<file path="src/rtl/cube_move_scheduler.sv">
// Cube-face turn sequencer: accepts one move at a time and drives step/dir for
// the selected stepper with fixed dir-setup, step period and post-move settle.
module cube_move_scheduler #(
  parameter int unsigned TICK_DIV     = 62500,
  parameter int unsigned PULSE_CYCLES = 250,
  parameter int unsigned STEPS_90     = 50,
  parameter int unsigned SETTLE_TICKS = 20
) (
  input  logic       clock,
  input  logic       reset,
  input  logic       cmd_valid,
  output logic       cmd_ready,
  input  logic [2:0] cmd_face,
  input  logic [1:0] cmd_turn,
  input  logic       abort,
  output logic [5:0] step,
  output logic [5:0] dir,
  output logic       busy,
  output logic       done,
  output logic       err
);

  localparam int unsigned CYC_W      = $clog2(TICK_DIV);
  localparam int unsigned SET_W      = $clog2(SETTLE_TICKS * TICK_DIV);
  localparam int unsigned STP_W      = $clog2(2 * STEPS_90 + 1);
  localparam int unsigned SETTLE_MAX = SETTLE_TICKS * TICK_DIV - 1;

  typedef enum logic [2:0] {IDLE, SETUP, STEP_HI, STEP_LO, SETTLE} state_t;

  state_t           state, state_next;
  logic [CYC_W-1:0] cyc, cyc_next;
  logic [SET_W-1:0] settle_cnt, settle_next;
  logic [STP_W-1:0] steps_left, steps_next;
  logic [2:0]       face, face_next;
  logic [5:0]       step_next, dir_next;
  logic             busy_next, done_next, err_next;

  assign cmd_ready = (state == IDLE);

  // State and registered outputs
  always_ff @(posedge clock) begin
    if (reset) begin
      state      <= IDLE;
      cyc        <= '0;
      settle_cnt <= '0;
      steps_left <= '0;
      face       <= '0;
      step       <= '0;
      dir        <= '0;
      busy       <= 1'b0;
      done       <= 1'b0;
      err        <= 1'b0;
    end else begin
      state      <= state_next;
      cyc        <= cyc_next;
      settle_cnt <= settle_next;
      steps_left <= steps_next;
      face       <= face_next;
      step       <= step_next;
      dir        <= dir_next;
      busy       <= busy_next;
      done       <= done_next;
      err        <= err_next;
    end
  end

  // Next-state and next-output logic; cyc spans STEP_HI+STEP_LO as one period
  always_comb begin
    state_next  = state;
    cyc_next    = cyc;
    settle_next = settle_cnt;
    steps_next  = steps_left;
    face_next   = face;
    dir_next    = dir;
    done_next   = 1'b0;
    err_next    = 1'b0;

    case (state)
      IDLE: begin
        if (cmd_valid) begin
          if (cmd_face > 3'd5 || cmd_turn == 2'd3) begin
            err_next = 1'b1;
          end else begin
            face_next           = cmd_face;
            dir_next[cmd_face]  = (cmd_turn != 2'd1);
            steps_next          = (cmd_turn == 2'd2) ? STP_W'(2 * STEPS_90)
                                                     : STP_W'(STEPS_90);
            cyc_next            = '0;
            state_next          = SETUP;
          end
        end
      end
      SETUP: begin
        if (cyc == CYC_W'(PULSE_CYCLES - 1)) begin
          cyc_next   = '0;
          state_next = STEP_HI;
        end else begin
          cyc_next = cyc + CYC_W'(1);
        end
      end
      STEP_HI: begin
        cyc_next = cyc + CYC_W'(1);
        if (cyc == CYC_W'(PULSE_CYCLES - 1)) state_next = STEP_LO;
      end
      STEP_LO: begin
        if (cyc == CYC_W'(TICK_DIV - 1)) begin
          cyc_next = '0;
          if (steps_left == STP_W'(1)) begin
            settle_next = '0;
            state_next  = SETTLE;
          end else begin
            steps_next = steps_left - STP_W'(1);
            state_next = STEP_HI;
          end
        end else begin
          cyc_next = cyc + CYC_W'(1);
        end
      end
      SETTLE: begin
        if (settle_cnt == SET_W'(SETTLE_MAX)) begin
          state_next = IDLE;
          done_next  = 1'b1;
        end else begin
          settle_next = settle_cnt + SET_W'(1);
        end
      end
      default: state_next = IDLE;
    endcase

    // Abort wins over normal completion and suppresses done
    if (abort && state != IDLE) begin
      state_next = IDLE;
      done_next  = 1'b0;
    end

    step_next = (state_next == STEP_HI) ? (6'(1) << face_next) : 6'd0;
    busy_next = (state_next != IDLE);
  end

endmodule
</file>
<file path="config.mk">
export PLATFORM = sky130hd
export DESIGN_NAME = cube_move_scheduler
export DESIGN_NICKNAME = d
export VERILOG_FILES = /design/src/rtl/cube_move_scheduler.sv
export SDC_FILE = /design/constraint.sdc
export NUM_CORES = 1
export LEC_CHECK = 0
export CAP_MARGIN = 20
export CORE_MARGIN = 2
export CORE_UTILIZATION = 40
export CTS_CLUSTER_DIAMETER = 100
export DETAILED_ROUTE_END_ITERATION = 8
export SLEW_MARGIN = 30
export SYNTH_ARGS = -nofsm -noshare
export SYNTH_HDL_FRONTEND = slang
export SYNTH_SLANG_ARGS = --single-unit
</file>
<file path="constraint.sdc">
create_clock -name clock -period 5.7 [get_ports clock]
set_input_delay 1.14 -clock clock [delete_from_list [all_inputs] [get_ports clock]]
set_output_delay 1.14 -clock clock [all_outputs]
set_load 0.02 [all_outputs]
</file>
==> results of run 1 <==
## cell type report
| type | instances | area (um2) | share of cell area [%] |
|---|---|---|---|
| Clock buffer | 10 | 138 | 3.68 |
| Clock inverter | 6 | 115 | 3.08 |
| Sequential cell | 65 | 1300 | 34.8 |
| Timing Repair Buffer | 25 | 248 | 6.63 |
| Multi-Input combinational cell | 286 | 1760 | 47.2 |
| Tap cell | 102 | 128 | 3.42 |
| Inverter | 12 | 45.0 | 1.21 |
## worst paths after layout
check | startpoint | end | slack [ns] | cells after the start
setup reg to reg | steps_left[2] | settle_cnt[11] | 3.07 | 5
setup / recovery | cmd_face[2] | step[1] | 2.38 | 6
hold reg to reg | steps_left[4] | steps_left[4] | 0.47 | 2
hold / removal | steps_left[4] | steps_left[4] | 0.47 | 2
## flip-flops by register name, summed over array words and instances (netlist names)
signal and count:
cyc 16, state 3, err 1, busy 1
settle_cnt 21, step 6, face 3, steps_left 7
dir 6, done 1
## cell usage in the layout, fill, tap and decap left out, types with 2 or more instances in the layout
cell,netlist,layout
sky130_fd_sc_hd__a31oi_1,4,4
sky130_fd_sc_hd__and4_1,4,4
sky130_fd_sc_hd__a21oi_1,20,20
sky130_fd_sc_hd__clkbuf_8,0,10
sky130_fd_sc_hd__nand2b_1,2,2
sky130_fd_sc_hd__nor4bb_1,2,2
sky130_fd_sc_hd__nor4b_1,5,5
sky130_fd_sc_hd__or3_1,2,2
sky130_fd_sc_hd__dfxtp_1,65,65
sky130_fd_sc_hd__nand2_1,33,33
sky130_fd_sc_hd__nor3b_1,4,4
sky130_fd_sc_hd__a311oi_1,7,7
sky130_fd_sc_hd__clkdlybuf4s50_1,0,24
sky130_fd_sc_hd__and2_1,2,2
sky130_fd_sc_hd__nor4_1,8,8
sky130_fd_sc_hd__xor2_1,8,8
sky130_fd_sc_hd__nand4_1,15,15
sky130_fd_sc_hd__inv_1,12,12
sky130_fd_sc_hd__and3_1,9,9
sky130_fd_sc_hd__a21boi_0,2,2
sky130_fd_sc_hd__xnor2_1,26,26
sky130_fd_sc_hd__mux2i_1,2,2
sky130_fd_sc_hd__or2_2,4,4
sky130_fd_sc_hd__ha_1,5,5
sky130_fd_sc_hd__nand3_1,11,11
sky130_fd_sc_hd__a211oi_1,9,9
sky130_fd_sc_hd__nor3_1,21,21
sky130_fd_sc_hd__o21ai_0,5,5
sky130_fd_sc_hd__nor2_1,60,60
sky130_fd_sc_hd__bufinv_16,0,3
sky130_fd_sc_hd__clkinv_4,0,2
## worst max-delay path: cells and delay by family
kind | cells | cell delay, ns
buf+inv | 1 | 0.53
compound gates | 2 | 1.10
simple gates | 3 | 0.79
## cell families (layout without fill, tap and decap cells)
logic type / after synthesis / in the layout / share of synthesized area, %
AO/OA/AOI/OAI: 57 / 57 / 12.5
flip-flops: 65 / 65 / 40.8
adder cells (fa/ha/maj): 6 / 6 / 2.28
AND/OR/NAND/NOR: 187 / 187 / 30.4
buffers and inverters: 31 / 53 / 4.00
XOR/XNOR: 34 / 34 / 9.34
multiplexers: 2 / 2 / 0.628
## power groups by stage
stage | logic (mW) | clock network (mW) | registers, mW
detailed placement | 0.0743 | 0 | 0.481
global placement | 0.0728 | 0 | 0.481
global route | 0.0827 | 0.522 | 0.472
floorplan | 0.0495 | 0 | 0.481
finish | 0.0749 | 0.491 | 0.470
CTS | 0.0750 | 0.502 | 0.470
## routing by layer
layer  vias up  GRT usage [%]
met5         -              0
met3        12           3.63
met2        52           26.1
met1      1256           23.6
met4         0           7.72
li1       1391              -
## per-stage QoR
step / hold slack [ns] / setup WS (ns) / power (mW)
after floorplan: 0.449 / 2.93 / 0.530
after global placement: 0.460 / 1.97 / 0.553
after detailed placement: 0.466 / 2.04 / 0.555
after CTS: 0.475 / 2.41 / 1.05
after global routing: 0.517 / 2.18 / 1.08
final: 0.472 / 2.38 / 1.04
==> flow_summary.rst, run 1 <==
.. list-table::
   :header-rows: 1

   * - Metric
     - Value
   * - Die Outline Area
     - 8700 um2
   * - Global-route wire length before repair
     - roughly 12000 um
   * - Sinks on Clock Net
     - 65
   * - Crit Path Category
     - in -> reg
   * - Number of vias after detailed routing
     - approximately 2700
   * - Total routing resource utilization after global routing
     - between 15 and 20%
   * - Die span in y
     - 93.3 um
   * - Wire length on met3
     - approximately 250 um
   * - Worst-margin pin slew
     - around 0.86 ns
   * - GR Overflow Total
     - 0
   * - Commonest cells in the synthesized netlist
     - sky130_fd_sc_hd__dfxtp_1, sky130_fd_sc_hd__nor2_1, sky130_fd_sc_hd__nand2_1
   * - Area growth from synthesis to final layout
     - 17.2%
   * - Total Nets Final
     - slightly above 400
   * - Leakage power
     - between 1 and 1.5 nW
   * - Share of async-settable or async-resettable flops after synthesis
     - 0%
   * - Total nets after synthesis
     - about 400
   * - Endpoint arrival time on the critical path
     - about 3.6 ns
   * - Drt first pass iters
     - 4
   * - Max-Slew Margin vs Limit
     - 42.5%
   * - Fraction of final layout cells sized beyond drive strength 1
     - under 10%
   * - Number of maximum-capacitance violations
     - 0
   * - Maximum net fanout on the critical path
     - 15
   * - Standard-cell row count
     - 32
   * - Clock input transition at the sequential cells of the worst setup and hold paths
     - around 0.07 ns
   * - Detailed Route WL
     - 7040 um
   * - Seq/Total Area, Yosys
     - 40.8%
   * - Cell-internal power
     - between 0.7 and 0.8 mW
   * - Sequence of cells on the critical path
     - clkdlybuf4s50_1 -> a22oi_1 -> nand3_1 -> a211oi_1 -> or2_2 -> nor3_1
   * - Post-route core utilization
     - approximately half
   * - Max Used Layer
     - met4
   * - Avg Inst Size Synth
     - about 8.3 um2
   * - Antenna violations before repair
     - 0
   * - Main synth FF type
     - sky130_fd_sc_hd__dfxtp_1
   * - Clock latency reported for the late side of the worst-skew pair
     - 0.35 ns
   * - Number of antenna-violating nets in the routed design
     - 0
   * - Starting density of the core
     - 41.2%
   * - Worst hold path class
     - reg -> reg
   * - Post-CTS sizing
     - 0
   * - CP Launch Type
     - input pin
   * - Largest cells by area after synthesis
     - sky130_fd_sc_hd__dfxtp_1, sky130_fd_sc_hd__xnor2_1, sky130_fd_sc_hd__nor2_1, sky130_fd_sc_hd__nand2_1, sky130_fd_sc_hd__nor3_1
   * - DR WL met2
     - ~3000 um
   * - Layout Cells excl Fill
     - between 500 and 600
   * - Area of the core region
     - about 7700 um2
   * - Syn. warnings
     - 0
   * - Largest net degree at the start of global routing
     - 26
   * - Diodes inserted
     - 0
   * - Number of standard cells after synthesis
     - between 300 and 400
   * - Top-level port count
     - 25
   * - Power per cell area
     - between 200 and 300 nW/um2
   * - Detail Placement HPWL
     - between 4000 and 5000 um
   * - Delay of the slowest cell on the worst path
     - between 0.7 and 0.8 ns
   * - Register bit total from synthesis
     - 65
   * - Setup crit end kind
     - register
   * - Number of design rule violations left after detail routing
     - 0
   * - Clk root buf
     - sky130_fd_sc_hd__clkbuf_8
   * - Number of hold-slack violations in the final timing report
     - 0
   * - Met1 WL
     - about 3700 um
   * - Post-Syn Area
     - 3190 um2
   * - CTS H-tree depth
     - 3
   * - Number of filler cells placed in the layout
     - between 700 and 800
   * - Setup repair after global routing missed its margin
     - false
   * - Switching power summed over all nets
     - 0.241 mW
   * - Maximum vdd drop
     - between 0.1 and 0.15 mV
   * - Master of the slowest instance on the critical path
     - sky130_fd_sc_hd__a211oi_1
   * - Final worst path period share
     - 58.3%
   * - Bufs on Longest Clock Path
     - 2
   * - Post-synth EDFFs
     - 0
   * - Area share of the largest cell type after synthesis
     - around two fifths
   * - Post-synth top area cell
     - sky130_fd_sc_hd__dfxtp_1
   * - Library cells used by synthesis
     - 46
   * - Cell with the most instances after synthesis
     - sky130_fd_sc_hd__dfxtp_1
   * - Setup Total Neg Slack
     - 0 ns
   * - Per-cell routed wire length
     - roughly 14 um
   * - Final Skew
     - 0.0100 ns
   * - Max Transition Viols Final
     - 0
   * - Min Tclk post-route
     - ~3.3 ns
   * - CP required
     - slightly below 6 ns
   * - Cell area after layout
     - ~3700 um2
   * - Maximum clock frequency
     - roughly 300 MHz
   * - Sequential share of power
     - about 45%
   * - DP Area
     - roughly 3500 um2
   * - CTS tree
     - yes
   * - Num CTS Buffers
     - 9
   * - Hold Buf Count CTS
     - 0
   * - Via density per instance
     - around 5.4
   * - Placed Instances
     - between 400 and 500
   * - Part of the total power dissipated in the clock network
     - between 40% and 50%
   * - Input/output buffers
     - 24
   * - DRC marker count from the first detailed-route iteration
     - 130
   * - Routability cong.
     - approximately 0.89
   * - Post-CTS setup buffer count
     - 0
   * - Vias in the first global route
     - around 2500
   * - Status
     - complete, no violations
   * - Share of total power in combinational logic
     - 7.2%
   * - Endpoints failing setup
     - 0
   * - Switching share of power
     - 23.3%
   * - Die X-Extent
     - a little over 90 um
(Power assumes the default switching activity.)
==> run 2: changes to the inputs <==
clock period = 2.9 ns   (was 5.7 ns; I/O delays follow)
==> flow_summary.rst, run 2 (synthesis results as in run 1) <==
.. list-table::
   :header-rows: 1

   * - Metric
     - Value
   * - Status
     - complete, no violations
   * - Critical path buffers and inverters
     - 1 (unchanged)
   * - Area growth from synthesis to final layout
     - 19.3%
   * - GR Overflow Total
     - 0 (unchanged)
   * - Post-route core utilization
     - 49.2% (+0.86 points)
   * - Number of flip-flops under the largest register name
     - 21 (unchanged)
   * - Biggest registers after layout
     - settle_cnt x21, cyc x16, steps_left x7
   * - Detail Placement HPWL
     - 5050 um (+4.4%)
   * - Total routing resource utilization after global routing
     - 17.7% (+0.50 points)
   * - Final Skew
     - 0.0112 ns (+0.00119 ns)
   * - Cell area after layout
     - 3800 um2 (+1.8%)
   * - End of the worst register-to-register path
     - settle_cnt[18]
   * - Storage element area
     - 1300 um2 (unchanged)
   * - Vias in the first global route
     - 2727 (+7.8%)
   * - Sequence of cells on the critical path
     - nor3_1 -> clkdlybuf4s50_1
   * - Min Tclk post-route
     - around 2.5 ns
   * - Die Outline Area
     - 8700 um2 (unchanged)
   * - Number of design rule violations left after detail routing
     - 0 (unchanged)
   * - Largest net degree at the start of global routing
     - 25 (-3.8%)
   * - Leakage power
     - 1.28 nW (+3.7%)
   * - Bufs on Longest Clock Path
     - 2 (unchanged)
   * - Hold Buf Count CTS
     - 0 (unchanged)
   * - Setup repair after global routing missed its margin
     - false
   * - Input/output buffers
     - 24 (unchanged)
   * - Setup crit end kind
     - primary output
   * - Max Transition Viols Final
     - 0 (unchanged)
   * - Clock input transition at the sequential cells of the worst setup and hold paths
     - 0.08 ns (about the same)
   * - Number of maximum-capacitance violations
     - 0 (unchanged)
   * - Worst-margin pin slew
     - 0.504 ns (-0.352 ns)
   * - Per-cell routed wire length
     - 13.6 um (-2.1%)
   * - Area of the core region
     - 7730 um2 (unchanged)
   * - Sinks on Clock Net
     - 65 (unchanged)
   * - Die X-Extent
     - 93.3 um (unchanged)
   * - Largest delay contributor family on the critical path
     - buffers and inverters
   * - Clk root buf
     - sky130_fd_sc_hd__clkbuf_8
   * - Area used by multi-input combinational logic
     - 1760 um2 (-0.21%)
   * - Hold wc startpoint
     - steps_left[4]
   * - Drt first pass iters
     - 4 (unchanged)
   * - Antenna violations before repair
     - 0 (unchanged)
   * - Setup Total Neg Slack
     - 0 ns (unchanged)
   * - Crit Path Category
     - reg -> out
   * - Largest Register
     - settle_cnt
   * - Leading cell type in the layout, fill and taps excluded
     - sky130_fd_sc_hd__dfxtp_1
   * - Master of the slowest instance on the critical path
     - sky130_fd_sc_hd__clkdlybuf4s50_1
   * - End point of the worst hold path
     - steps_left[4]
   * - Clock latency reported for the late side of the worst-skew pair
     - 0.35 ns (about the same)
   * - Most used cells in the layout excluding fill and tap cells
     - sky130_fd_sc_hd__dfxtp_1, sky130_fd_sc_hd__nor2_1, sky130_fd_sc_hd__nand2_1
   * - DRC marker count from the first detailed-route iteration
     - 93 (-28%)
   * - Number of antenna-violating nets in the routed design
     - 0 (unchanged)
   * - Starting density of the core
     - 41.2% (unchanged)
   * - Die span in y
     - 93.3 um (unchanged)
   * - Number of hold-slack violations in the final timing report
     - 0 (unchanged)
   * - Post-CTS setup buffer count
     - 0 (unchanged)
   * - Max-Slew Margin vs Limit
     - 66.4% (+24 points)
   * - Maximum vdd drop
     - 0.214 mV (+61%)
   * - Power per cell area
     - 516 nW/um2 (+86%)
   * - Worst-case register-to-register setup slack
     - 0.44 ns (-2.63 ns)
   * - Final setup slack of the worst path
     - 0.378 ns (-2.00 ns)
   * - Fraction of final layout cells sized beyond drive strength 1
     - 9.83% (+2.7 points)
   * - Hold Path Depth
     - 2 (unchanged)
   * - Routability cong.
     - 0.835 (-6.3%)
   * - CP Launch Type
     - register
   * - Diodes inserted
     - 0 (unchanged)
   * - CTS tree
     - yes
   * - Endpoint arrival time on the critical path
     - 1.94 ns (-1.61 ns)
   * - Num CTS Buffers
     - 9 (unchanged)
   * - Top-level port count
     - 25 (unchanged)
   * - R2R depth
     - 6 (+1)
   * - Maximum net fanout on the critical path
     - 12 (-3)
   * - Startpoint of the worst register-to-register path
     - steps_left[2]
   * - Worst slack after detailed placement
     - 0.318 ns (-1.72 ns)
   * - Global-route wire length before repair
     - 12500 um (+4.1%)
   * - DP Area
     - 3580 um2 (+2.7%)
   * - CP required
     - 2.32 ns (-3.61 ns)
   * - Standard-cell row count
     - 32 (unchanged)
   * - Number of filler cells placed in the layout
     - 747 (-2.2%)
   * - Number of vias after detailed routing
     - 2788 (+2.8%)
   * - Detailed Route WL
     - 7070 um (+0.37%)
   * - CTS H-tree depth
     - 3 (unchanged)
   * - Post-CTS sizing
     - 0 (unchanged)
   * - Total Nets Final
     - 426 (+3.1%)
   * - Endpoints failing setup
     - 0 (unchanged)
   * - Maximum clock frequency
     - approximately 400 MHz
   * - Via density per instance
     - 5.37 (+0.26%)
   * - Delay of the slowest cell on the worst path
     - 0.70 ns (about the same)
   * - Worst hold path class
     - reg -> reg
   * - Final worst path period share
     - ~87%
[run 2: layout make-up]
class / count / area share (%)
multi-input cells: 286 / 46.2
clock inverters: 7 / 2.67
flip-flops and latches: 65 / 34.2
clock buffers: 9 / 3.26
repair buffers: 38 / 9.08
inverters: 12 / 1.18
well taps: 102 / 3.36
[run 2: worst min-delay path: cells and delay by family (launching register included)]
family | cells | cell delay, ns
compound gates | 2 | 0.13
flops | 1 | 0.32
[run 2: how the worst max path moves through the flow]
stage,start,to,slack [ns],cells after the start
floorplan,cmd_face[2],cyc[0],0.69,8
detailed placement,cmd_face[2],dir[0],0.32,7
CTS,state[2],cmd_ready,0.38,2
global route,steps_left[2],settle_cnt[18],0.27,6
finish,state[2],cmd_ready,0.38,2
global placement,cmd_face[2],dir[0],0.41,7
[run 2: where the power goes]
part / switching [mW] / total [mW] / leakage (nW) / internal, mW
registers: 0.0159 / 0.924 / 0.526 / 0.908
logic: 0.0913 / 0.163 / 0.651 / 0.0713
clock network: 0.385 / 0.876 / 0.106 / 0.491
total: 0.493 / 1.96 / 1.28 / 1.47
[run 2: per-stage QoR]
stage | cells | hold slack, ns | power, mW
finish | 519 | 0.495 | 1.96
global route | 519 | 0.514 | 2.04
CTS | 519 | 0.501 | 1.98
detailed placement | 503 | 0.489 | 1.11
global placement | 503 | 0.463 | 1.11
floorplan | 382 | 0.449 | 1.04
[run 2: metal layers]
| layer | wire length, um | share of wire, % | vias up | GRT usage [%] |
|---|---|---|---|---|
| met2 | 3060 | 43 | 51 | 27.9 |
| met5 | 0 | 0 | - | 0 |
| met1 | 3560 | 50 | 1307 | 23.5 |
| met3 | 292 | 4.1 | 16 | 3.38 |
| met4 | 157 | 2.2 | 0 | 8.21 |
| li1 | - | - | 1414 | - |
==> run 3: changes to the inputs <==
ABC_CLOCK_PERIOD_IN_PS = 2900   (was default)
CORE_ASPECT_RATIO = 0.6   (was default)
==> flow_summary.rst, run 3 (synthesis results as in run 1) <==
.. list-table::
   :header-rows: 1

   * - Metric
     - Value
   * - Status
     - complete, no violations
   * - Per-cell routed wire length
     - 14.3 um (+5.0%)
   * - Number of vias after detailed routing
     - 2797 (+0.32%)
   * - Clock input transition at the sequential cells of the worst setup and hold paths
     - 0.06 ns (-0.02 ns)
   * - Min Tclk post-route
     - 2.46 ns (-0.0621 ns)
   * - Die X-Extent
     - 119 um (+28%)
   * - Endpoint arrival time on the critical path
     - 1.88 ns (-0.06 ns)
   * - Endpoints failing setup
     - 0 (unchanged)
   * - Leakage power
     - 1.32 nW (+2.7%)
   * - Met3 global-route usage
     - 7.66% (+4.3 points)
   * - Setup repair after global routing missed its margin
     - false
   * - Global-route wire length before repair
     - 12500 um (-0.11%)
   * - Number of hold-slack violations in the final timing report
     - 0 (unchanged)
   * - Worst hold-check slack
     - 0.475 ns (-0.0203 ns)
   * - Area of the core region
     - 7790 um2 (+0.79%)
   * - CP Launch Type
     - register
   * - Hold Path Depth
     - 2 (unchanged)
   * - Power per cell area
     - 585 nW/um2 (+13%)
   * - Cell area after layout
     - 3890 um2 (+2.4%)
   * - Antenna violations before repair
     - 0 (unchanged)
   * - Total routing resource utilization after global routing
     - 18.4% (+0.61 points)
   * - Die span in y
     - 73.1 um (-22%)
   * - Biggest registers after layout
     - settle_cnt x21, cyc x16, steps_left x7
   * - CTS tree
     - yes
   * - Total Nets Final
     - 423 (-0.70%)
   * - Fraction of final layout cells sized beyond drive strength 1
     - 8.94% (-0.89 points)
   * - DP Area
     - 3560 um2 (-0.42%)
   * - Setup crit end kind
     - primary output
   * - Final Skew
     - 0.00867 ns (-0.00255 ns)
   * - Crit Path Category
     - reg -> out
   * - Met2 Use GR
     - 24.5% (-3.4 points)
   * - Setup Total Neg Slack
     - 0 ns (unchanged)
   * - Number of antenna-violating nets in the routed design
     - 0 (unchanged)
   * - Clock latency reported for the late side of the worst-skew pair
     - 0.33 ns (-0.02 ns)
   * - Standard-cell row count
     - 25 (-22%)
   * - Sequence of cells on the critical path
     - nor3_1 -> clkdlybuf4s50_1
   * - Worst-margin pin slew
     - 0.531 ns (+0.0267 ns)
   * - Final worst path period share
     - 84.8% (-2.1 points)
   * - Num CTS Buffers
     - 9 (unchanged)
   * - Critical path buffers and inverters
     - 1 (unchanged)
   * - Clk root buf
     - sky130_fd_sc_hd__clkbuf_16
   * - GR Overflow Total
     - 0 (unchanged)
   * - Hold Buf Count CTS
     - 0 (unchanged)
   * - CTS H-tree depth
     - 3 (unchanged)
   * - Post-CTS setup buffer count
     - 0 (unchanged)
   * - Placed Instances
     - 506 (+0.60%)
   * - Sinks on Clock Net
     - 65 (unchanged)
   * - Delay of the slowest cell on the worst path
     - 0.69 ns (about the same)
   * - Detail Placement HPWL
     - 5340 um (+5.8%)
   * - Number of design rule violations left after detail routing
     - 0 (unchanged)
   * - Largest Register
     - settle_cnt
   * - Number of maximum-capacitance violations
     - 0 (unchanged)
   * - Starting density of the core
     - 40.9% (-0.32 points)
   * - Area growth from synthesis to final layout
     - 22.2%
   * - Via density per instance
     - 5.36 (-0.25%)
   * - Most used cells in the layout excluding fill and tap cells
     - sky130_fd_sc_hd__dfxtp_1, sky130_fd_sc_hd__nor2_1, sky130_fd_sc_hd__nand2_1
   * - Final setup slack of the worst path
     - 0.440 ns (+0.0621 ns)
   * - Bufs on Longest Clock Path
     - 2 (unchanged)
   * - Top-level port count
     - 25 (unchanged)
   * - Highest-utilization routing layer at the global route stage
     - met1
   * - Max Transition Viols Final
     - 0 (unchanged)
   * - Post-route core utilization
     - 50.0% (+0.79 points)
   * - Detailed Route WL
     - 7460 um (+5.6%)
   * - Total Power Consumption
     - 2.28 mW (+16%)
   * - Number of flip-flops under the largest register name
     - 21 (unchanged)
   * - Layout Cells excl Fill
     - 522 (+0.58%)
   * - Diodes inserted
     - 0 (unchanged)
   * - Worst hold path class
     - reg -> reg
   * - DRC marker count from the first detailed-route iteration
     - 268 (+190%)
   * - Levels on crit path
     - 2 (unchanged)
   * - Worst slack after detailed placement
     - 0.251 ns (-0.0670 ns)
   * - Input/output buffers
     - 24 (unchanged)
   * - Leading cell type in the layout, fill and taps excluded
     - sky130_fd_sc_hd__dfxtp_1
   * - Met1 usage in global routing
     - 26.5% (+3.0 points)
   * - Largest net degree at the start of global routing
     - 25 (unchanged)
   * - Maximum net fanout on the critical path
     - 12 (unchanged)
   * - Vias in the first global route
     - 2516 (-7.7%)
   * - Largest delay contributor family on the critical path
     - buffers and inverters
   * - Die Outline Area
     - 8720 um2 (+0.27%)
   * - Master of the slowest instance on the critical path
     - sky130_fd_sc_hd__clkdlybuf4s50_1
   * - R2R depth
     - 7 (+1)
   * - Routability cong.
     - 0.853 (+2.2%)
   * - Max-Slew Margin vs Limit
     - 64.3% (-2.0 points)
   * - Maximum vdd drop
     - 0.302 mV (+41%)
   * - CP required
     - 2.32 ns (about the same)
   * - Maximum clock frequency
     - 407 MHz (+2.5%)
   * - Post-CTS sizing
     - 0 (unchanged)
   * - Drt first pass iters
     - 4 (unchanged)
## run 3: cell count changes in the layout (fill, tap and decap cells not counted), sizes merged
cell | before | now
buf | 14 | 11
clkbuf | 9 | 12
clkinv | 1 | 0
inv | 14 | 12
## run 3: cell type report
type	instances	area, um2
inverters	12	45.0
clock inverters	4	75.1
well taps	108	135
flip-flops and latches	65	1300
clock buffers	12	256
multi-input cells	286	1760
fillers	717	3890
repair buffers	35	323
## run 3: power by group
group          internal [mW]  switching (mW)  total (mW)  leakage, nW
logic                 0.0667          0.0909       0.158        0.637
clock network          0.799           0.395        1.19        0.155
registers              0.910          0.0161       0.927        0.526
total                   1.78           0.502        2.28         1.32
## run 3: worst min-delay path, cell delays in order (launching register included)
cell                      delay [ns]
sky130_fd_sc_hd__dfxtp_1        0.30
sky130_fd_sc_hd__o21ai_0        0.06
sky130_fd_sc_hd__a21oi_1        0.06
## run 3: routing by layer
layer / routed length, um / vias up
li1: - / 1411
met1: 4030 / 1289
met2: 2830 / 89
met3: 522 / 8
met4: 81 / 0
met5: 0 / -
## run 3: worst paths after layout
check / slack [ns] / end / start
max: 0.44 / cmd_ready / state[2]
max reg2reg: 0.50 / settle_cnt[20] / steps_left[2]
min reg2reg: 0.47 / steps_left[4] / steps_left[4]
min: 0.47 / steps_left[4] / steps_left[4]
